`src/rtl/bytes_to_word_pkg.sv`:
```
// rtl/bytes_to_word_pkg.sv - shared constants and FSM encoding for the byte-to-word assembler
package bytes_to_word_pkg;

    localparam int         DEF_NBYTES   = 4;
    localparam logic [7:0] DEF_EOT_CHAR = 8'h04;

    typedef enum logic [1:0] {
        ST_IDLE   = 2'd0,
        ST_SETTLE = 2'd1,
        ST_HOLD   = 2'd2
    } b2w_state_t;

endpackage

```
`src/rtl/bytes_to_word.sv`:
```
// rtl/bytes_to_word.sv - assembles UART receiver bytes into big-endian words with EOT framing
module bytes_to_word
    import bytes_to_word_pkg::*;
#(
    parameter int         NBYTES   = DEF_NBYTES,
    parameter logic [7:0] EOT_CHAR = DEF_EOT_CHAR,
    parameter bit         EOT_EN   = 1'b1,
    localparam int        CW       = $clog2(NBYTES + 1)
) (
    input  logic                clk,
    input  logic                rst,
    input  logic                rx_readable,
    input  logic [7:0]          rx_data,
    output logic                rx_used_tick,
    output logic                word_valid,
    input  logic                word_ack,
    output logic [8*NBYTES-1:0] data_out,
    output logic [CW-1:0]       word_bytes,
    output logic                word_last,
    output logic                eot_tick,
    output logic                receiving_word
);

    localparam logic [CW-1:0] FULL = CW'(NBYTES);

    b2w_state_t    state;
    logic [CW-1:0] cnt;
    logic          eot_flag;
    logic          is_eot;

    // A terminator byte is only special when EOT framing is enabled
    assign is_eot = EOT_EN && (rx_data == EOT_CHAR);

    // Byte intake, word hand-off and message termination in one FSM
    always_ff @(posedge clk or negedge rst) begin
        if (!rst) begin
            state          <= ST_IDLE;
            cnt            <= '0;
            eot_flag       <= 1'b0;
            rx_used_tick   <= 1'b0;
            word_valid     <= 1'b0;
            data_out       <= '0;
            word_bytes     <= '0;
            word_last      <= 1'b0;
            eot_tick       <= 1'b0;
            receiving_word <= 1'b0;
        end else begin
            eot_tick <= 1'b0;
            case (state)
                ST_IDLE: begin
                    if (rx_readable) begin
                        rx_used_tick <= 1'b1;
                        state        <= ST_SETTLE;
                        if (is_eot) begin
                            eot_flag <= 1'b1;
                        end else begin
                            // Byte index 0 lands in the MSBs
                            for (int i = 0; i < NBYTES; i++) begin
                                if (cnt == CW'(i)) begin
                                    data_out[8*(NBYTES-1-i) +: 8] <= rx_data;
                                end
                            end
                            cnt            <= cnt + CW'(1);
                            receiving_word <= 1'b1;
                        end
                    end
                end
                ST_SETTLE: begin
                    rx_used_tick <= 1'b0;
                    // Wait for the receiver to clear so the same byte is never read twice
                    if (!rx_readable) begin
                        if (cnt == FULL) begin
                            state      <= ST_HOLD;
                            word_valid <= 1'b1;
                            word_last  <= 1'b0;
                            word_bytes <= FULL;
                        end else if (eot_flag && (cnt != '0)) begin
                            state      <= ST_HOLD;
                            word_valid <= 1'b1;
                            word_last  <= 1'b1;
                            word_bytes <= cnt;
                        end else if (eot_flag) begin
                            eot_tick <= 1'b1;
                            eot_flag <= 1'b0;
                            state    <= ST_IDLE;
                        end else begin
                            state <= ST_IDLE;
                        end
                    end
                end
                ST_HOLD: begin
                    if (word_ack) begin
                        word_valid     <= 1'b0;
                        word_last      <= 1'b0;
                        word_bytes     <= '0;
                        cnt            <= '0;
                        data_out       <= '0;
                        eot_flag       <= 1'b0;
                        receiving_word <= 1'b0;
                        eot_tick       <= word_last;
                        state          <= ST_IDLE;
                    end
                end
                default: state <= ST_IDLE;
            endcase
        end
    end

endmodule

```
`config.mk`:
```
export PLATFORM = sky130hd
export DESIGN_NAME = bytes_to_word
export DESIGN_NICKNAME = d
export VERILOG_FILES = /design/src/rtl/bytes_to_word_pkg.sv /design/src/rtl/bytes_to_word.sv
export SDC_FILE = /design/constraint.sdc
export NUM_CORES = 1
export LEC_CHECK = 0
export CORE_ASPECT_RATIO = 1.5
export CORE_MARGIN = 1
export CORE_UTILIZATION = 44
export CTS_CLUSTER_DIAMETER = 40
export DETAILED_ROUTE_END_ITERATION = 6
export HOLD_SLACK_MARGIN = 0.06
export PLACE_DENSITY = 0.86
export SYNTH_ARGS = -nofsm -noshare
export SYNTH_HDL_FRONTEND = slang
export SYNTH_SLANG_ARGS = --single-unit
```
`constraint.sdc`:
```
create_clock -name clk -period 1.9 [get_ports clk]
set_input_delay 0.38 -clock clk [delete_from_list [all_inputs] [get_ports clk]]
set_output_delay 0.38 -clock clk [all_outputs]
set_load 0.02 [all_outputs]
```
==> results_dict.tcl, run 1 <==
set metrics [dict create \
    max_freq_ghz 0.541 \
    cp.arrival_ns 2.03 \
    viasPerCell 4.95 \
    finalMaxSlewViolations 0 \
    syn_area_per_cell_um2 13.4 \
    rsz0062_at_grt "true" \
    ys_warn_count 0 \
    initialDrtViolationCount 32 \
    yosysTopAreaCell "dfrtp_1" \
    ys_seq_area_share_pct 52.8 \
    dieArea_um2 5240 \
    status "complete, no violations" \
    die_w_um 59.5 \
    grt_max_degree 47 \
    instances_no_fill 302 \
    grt_pass1_wl_um 7040 \
    period_needed_ns 1.85 \
    worst-r2r-cell-count 8 \
    cap_violations 0 \
    ys.flop_type "dfrtp_1" \
    powerDensity_nw_per_um2 1990 \
    antenna_found_initial 0 \
    critPathKind "reg -> reg" \
    crit-reg2reg-launch "state[0]$_DFFE_PN0P_" \
    clk_path_buf_depth 2 \
    route.vias.total 1496 \
    period_share_pct 97.2 \
    avgRoutedWirePerCell_um 14.8 \
    clk_transition_reported_paths_ns 0.08 \
    drcViolationCount 0 \
    core.rowCount 31 \
    leakage_uw 0.00136 \
    cts_tree "done" \
    crit_required_ns 2.08 \
    hold_ws_ns 0.151 \
    port_buffers 51 \
    skew_ns 0.00808 \
    cts.sinks 46 \
    reg2reg_slack_ns 0.05 \
    fin_ws_ns 0.0528 \
    r2r-end "data_out[10]$_DFFE_PN0P_" \
    synthTopCellsByArea "dfrtp_1, mux2_2, ha_1" \
    critPathCaptureType "register" \
    place_congestion 0.807 \
    layout-area-overhead-vs-synth_pct 38.2 \
    core_area_um2 4810 \
    critPathMaxFanout 8 \
    synth-seq-cells 46 \
    dp_hpwl_um 3330 \
    boundaryPins 52 \
    htreeDepth 2 \
    cts-root-buf "clkbuf_8" \
    cts-hold-fix-buffers 0 \
    place_inst 292 \
    slew_headroom_pct 62.0 \
    diodes 0 \
    nets 255 \
    drive_gt1_share_pct 33.1 \
    cts_inserted_buffers 5 \
    grt_overflow 0 \
    ant_nets 0 \
    syn-instance-count 163 \
    nFillCells 382 \
    syn_nets 183 \
    synth_edf_count 0 \
    grt_use_total_pct 18.4 \
    async_flop_share_pct 100 \
    die_h_um 88.2 \
    routed_wl_um 4480 \
    cp-start-kind "register" \
    syn-cell-area_um2 2180 \
    vdd_drop_max_v 0.000814 \
    finalHoldViolCount 0 \
    hold_class "in -> async" \
    final_core_util_pct 62.6 \
    dr.pass1.iters 4 \
    synth.top_cell.area_share_pct 52.8 \
    start_util_pct 45.3 \
    insertion_delay_ns 0.30 \
    tightest_slew_ns 0.570 \
    preCtsSetupSlack_ns -0.226 \
    setup_viol 0 \
    ys_types 30 \
    grt_pass1_vias 1497 \
]
==> cell type report <==
class / count / area (um^2) / area share, %
inverters: 14 / 52.6 / 1.74
clock inverters: 3 / 43.8 / 1.45
flip-flops and latches: 46 / 1150 / 38.2
repair buffers: 69 / 653 / 21.7
clock buffers: 5 / 68.8 / 2.28
well taps: 66 / 82.6 / 2.74
multi-input cells: 99 / 961 / 31.9
==> worst max-delay path by stage <==
stage | start | end | slack (ns) | depth (start not counted)
after floorplan | state[0]$_DFFE_PN0P_ | data_out[10]$_DFFE_PN0P_ | 0.13 | 7
after detailed placement | rx_data[4] | data_out[3]$_DFFE_PN0P_ | -0.23 | 5
after CTS | state[0]$_DFFE_PN0P_ | data_out[3]$_DFFE_PN0P_ | 0.007 | 6
after global routing | state[0]$_DFFE_PN0P_ | data_out[10]$_DFFE_PN0P_ | -0.03 | 8
after global placement | rx_data[4] | data_out[4]$_DFFE_PN0P_ | -0.15 | 5
final | state[0]$_DFFE_PN0P_ | data_out[10]$_DFFE_PN0P_ | 0.05 | 8
==> report_power, final <==
group | leakage, uW | internal (uW) | total, uW | switching, uW
Combinational | 0.000753 | 1850 | 3500 | 1650
Clock | 0.0000585 | 394 | 725 | 331
Sequential | 0.000549 | 1480 | 1760 | 283
==> placed cells by master, fill, tap and decap left out <==
cell type        synthesis  routed
nand2b_1                 4       4
o211ai_2                 1       1
dfrtp_1                 46      46
clkinv_2                 0       1
a31oi_1                  1       1
nand2b_2                 1       1
nor4_1                   1       1
nand3_1                  1       1
bufinv_16                0       1
buf_4                    1      17
a21oi_1                  2       2
o21ai_0                  3       3
nand2_2                  1       1
nor2b_1                  9       9
clkbuf_8                 0       5
inv_2                    0       2
ha_4                     0       1
o21bai_1                 1       1
nor2_1                   5       5
nand3_4                  5       5
a22o_1                   1       1
a211oi_2                 1       1
ha_1                     8       7
inv_1                   14      12
nor4b_4                  1       1
nor3b_1                  1       1
o22ai_1                  1       1
a31o_2                   1       1
o211a_1                  1       1
buf_12                   0       1
mux2i_1                  7       7
buf_2                    1       1
nand2_1                  5       5
inv_6                    0       1
clkdlybuf4s50_1          0      50
mux2_2                  37      37
==> through the flow <==
step / TNS, ns / instance area, um^2 / total power [uW]
final: 0 / 3010 / 5980
after global routing: -0.337 / 3010 / 6350
after CTS: 0 / 3010 / 6020
after detailed placement: -6.91 / 2870 / 5240
after global placement: -4.47 / 2870 / 5130
after floorplan: 0 / 2180 / 3830
==> registers in the layout, summed over array words and instances (netlist names) <==
register        count
data_out           32
eot_tick            1
receiving_word      1
word_last           1
rx_used_tick        1
word_valid          1
state               2
cnt                 3
word_bytes          3
eot_flag            1
==> logic make-up (layout without fill, tap and decap cells) <==
| logic type | after synthesis | in the layout | synth area share [%] |
|---|---|---|---|
| AO/OA/AOI/OAI | 13 | 13 | 4.48 |
| adder cells (fa/ha/maj) | 8 | 8 | 4.59 |
| flip-flops | 46 | 46 | 52.8 |
| AND/OR/NAND/NOR | 34 | 34 | 12.1 |
| buffers and inverters | 18 | 91 | 3.67 |
| multiplexers | 44 | 44 | 22.3 |
==> per-layer routing <==
layer	track usage, %	wire length (um)	vias up
li1	-	-	696
met1	21.0	1800	756
met2	33.8	2470	38
met3	3.40	153	6
met4	5.84	57	0
met5	0	0	-
==> worst max-delay path: stages (launching register included) <==
cell and delay [ns]:
dfrtp_1 0.38, inv_2 0.07, buf_4 0.13, ha_1 0.23, nand2b_1 0.12, o211a_1 0.20, buf_12 0.14, nand3_4 0.16
mux2_2 0.32
==> cell usage after synthesis, types with 2 or more instances <==
master    number
o21ai_0        3
mux2i_1        7
nand2b_1       4
a21oi_1        2
dfrtp_1       46
ha_1           8
nand3_4        5
nor2_1         5
inv_1         14
nor2b_1        9
mux2_2        37
nand2_1        5
==> timing repair <==
item | in CTS | in global routing
pin swaps | 2 | 2
resized for setup | 2 | 2
buffers inserted | 1 | 1
setup endpoints to repair | 35 | 33
Power figures use the tool's default switching activity.
==> run 2, diff against run 1 <==
- CTS_CLUSTER_DIAMETER: 40 -> 200
- CTS_CLUSTER_SIZE: unset -> 8
- TNS_END_PERCENT: unset -> 1
==> results_dict.tcl, run 2 (synthesis results as in run 1) <==
set metrics [dict create \
    critPathCaptureType "register" \
    sw_frac_of_total_pct 37.8 \
    avgRoutedWirePerCell_um 14.8 \
    leakage_uw 0.00136 \
    dp_hpwl_um 3330 \
    startpoint "state[0]$_DFFE_PN0P_" \
    fin_ws_ns 0.0528 \
    clk_transition_reported_paths_ns 0.08 \
    grt_use_total_pct 18.4 \
    grt_max_degree 47 \
    cts-root-buf "clkbuf_8" \
    vdd_drop_max_v 0.000814 \
    die_h_um 88.2 \
    hold_class "in -> async" \
    cts_inserted_buffers 5 \
    endpoint "data_out[10]$_DFFE_PN0P_" \
    routed_wl_um 4480 \
    insertion_delay_ns 0.30 \
    mostFrequentLayoutCell "clkdlybuf4s50_1" \
    boundaryPins 52 \
    skew_ns 0.00808 \
    core_area_um2 4810 \
    mostFrequentLayoutCells "clkdlybuf4s50_1, dfrtp_1, mux2_2, buf_4, inv_1" \
    placed_area_um2 2870 \
    dieArea_um2 5240 \
    nets 255 \
    clk_path_buf_depth 2 \
    dr.pass1.iters 4 \
    cp.arrival_ns 2.03 \
    top_regs "data_out (32), cnt (3), word_bytes (3)" \
    drive_gt1_share_pct 33.1 \
    r2r-end "data_out[10]$_DFFE_PN0P_" \
    antenna_found_initial 0 \
    worst-r2r-cell-count 8 \
    slew_headroom_pct 62.0 \
    status "complete, no violations" \
    reg2reg_slack_ns 0.05 \
    switchingPower_uw 2260 \
    htreeDepth 2 \
    setup_viol 0 \
    final_core_util_pct 62.6 \
    grt_overflow 0 \
    clockPowerShare_pct 12.1 \
    internal-power_uw 3720 \
    start_util_pct 45.3 \
    p_seq_share_pct 29.4 \
    regMostFlops "data_out" \
    cp-start-kind "register" \
    tightest_slew_ns 0.570 \
    preCtsSetupSlack_ns -0.226 \
    critPathMaxFanout 8 \
    crit_required_ns 2.08 \
    fin_area_um2 3010 \
    nFillCells 382 \
    largest_reg_flops 32 \
    powerDensity_nw_per_um2 1990 \
    diodes 0 \
    port_buffers 51 \
    power_frac_comb_pct 58.5 \
    initialDrtViolationCount 25 \
    route.vias.total 1496 \
    layout-area-overhead-vs-synth_pct 38.2 \
    grt_pass1_wl_um 7040 \
    grt_pass1_vias 1497 \
    cts.sinks 46 \
    max_freq_ghz 0.541 \
    drcViolationCount 0 \
    finalMaxSlewViolations 0 \
    die_w_um 59.5 \
    cts-hold-fix-buffers 0 \
    cap_violations 0 \
    finalHoldViolCount 0 \
    period_needed_ns 1.85 \
    period_share_pct 97.2 \
    rsz0062_at_grt "true" \
    viasPerCell 4.95 \
    critPathKind "reg -> reg" \
    ant_nets 0 \
    cts_tree "done" \
    place_congestion 0.807 \
    crit-reg2reg-launch "state[0]$_DFFE_PN0P_" \
    core.rowCount 31 \
]
[run 2: critical path: stages, from the launching register on]
cell and delay (ns):
dfrtp_1 0.38, inv_2 0.07, buf_4 0.13, ha_1 0.23, nand2b_1 0.12, o211a_1 0.20
buf_12 0.14, nand3_4 0.16, mux2_2 0.32
[run 2: what timing repair did]
action / in CTS / in global routing
buffers inserted: 1 / 1
gates resized for setup: 2 / 2
gates cloned: 0 / 0
setup endpoints to repair: 35 / 33
pin swaps: 2 / 2
[run 2: per-layer routing]
layer  global-route usage (%)  up-vias  routed length [um]  part of all wire [%]
met2                     33.8       38                2470                    55
met4                     5.84        0                  57                   1.3
li1                         -      696                   -                     -
met1                     21.0      756                1800                    40
met5                        0        -                   0                     0
met3                     3.40        6                 153                   3.4
[run 2: worst min path at each step]
stage,startpoint,to,slack [ns],cells past startpoint
final,rst,data_out[10]$_DFFE_PN0P_,0.15,2
after floorplan,rst,cnt[0]$_DFFE_PN0P_,0.08,0
after global placement,rst,data_out[6]$_DFFE_PN0P_,0.49,2
after detailed placement,data_out[26]$_DFFE_PN0P_,data_out[26]$_DFFE_PN0P_,0.49,1
after global routing,rst,data_out[15]$_DFFE_PN0P_,0.21,2
after CTS,rst,data_out[10]$_DFFE_PN0P_,0.18,2
[run 2: area by class of cell]
cell class	count	area [um^2]	share of cell area, %
clock inverter	3	43.8	1.45
multi-input combinational	99	961	31.9
tap	66	82.6	2.74
inverter	14	52.6	1.74
sequential	46	1150	38.2
clock buffer	5	68.8	2.28
timing repair buffer	69	653	21.7
[run 2: per-stage QoR]
step	total power, uW	instances	hold slack [ns]	setup TNS, ns
2_1_floorplan	3830	163	0.0844	0
3_3_place_gp	5130	292	0.489	-4.47
3_5_place_dp	5240	292	0.492	-6.91
4_1_cts	6020	301	0.180	0
5_1_grt	6350	302	0.212	-0.337
6_report	5980	302	0.151	0
[run 2: power groups by stage]
stage | registers [uW] | clock network (uW) | logic (uW)
final | 1760 | 725 | 3500
after global placement | 1760 | 0 | 3360
after CTS | 1760 | 738 | 3520
after floorplan | 2250 | 0 | 1580
after detailed placement | 1780 | 0 | 3460
after global routing | 1830 | 779 | 3740
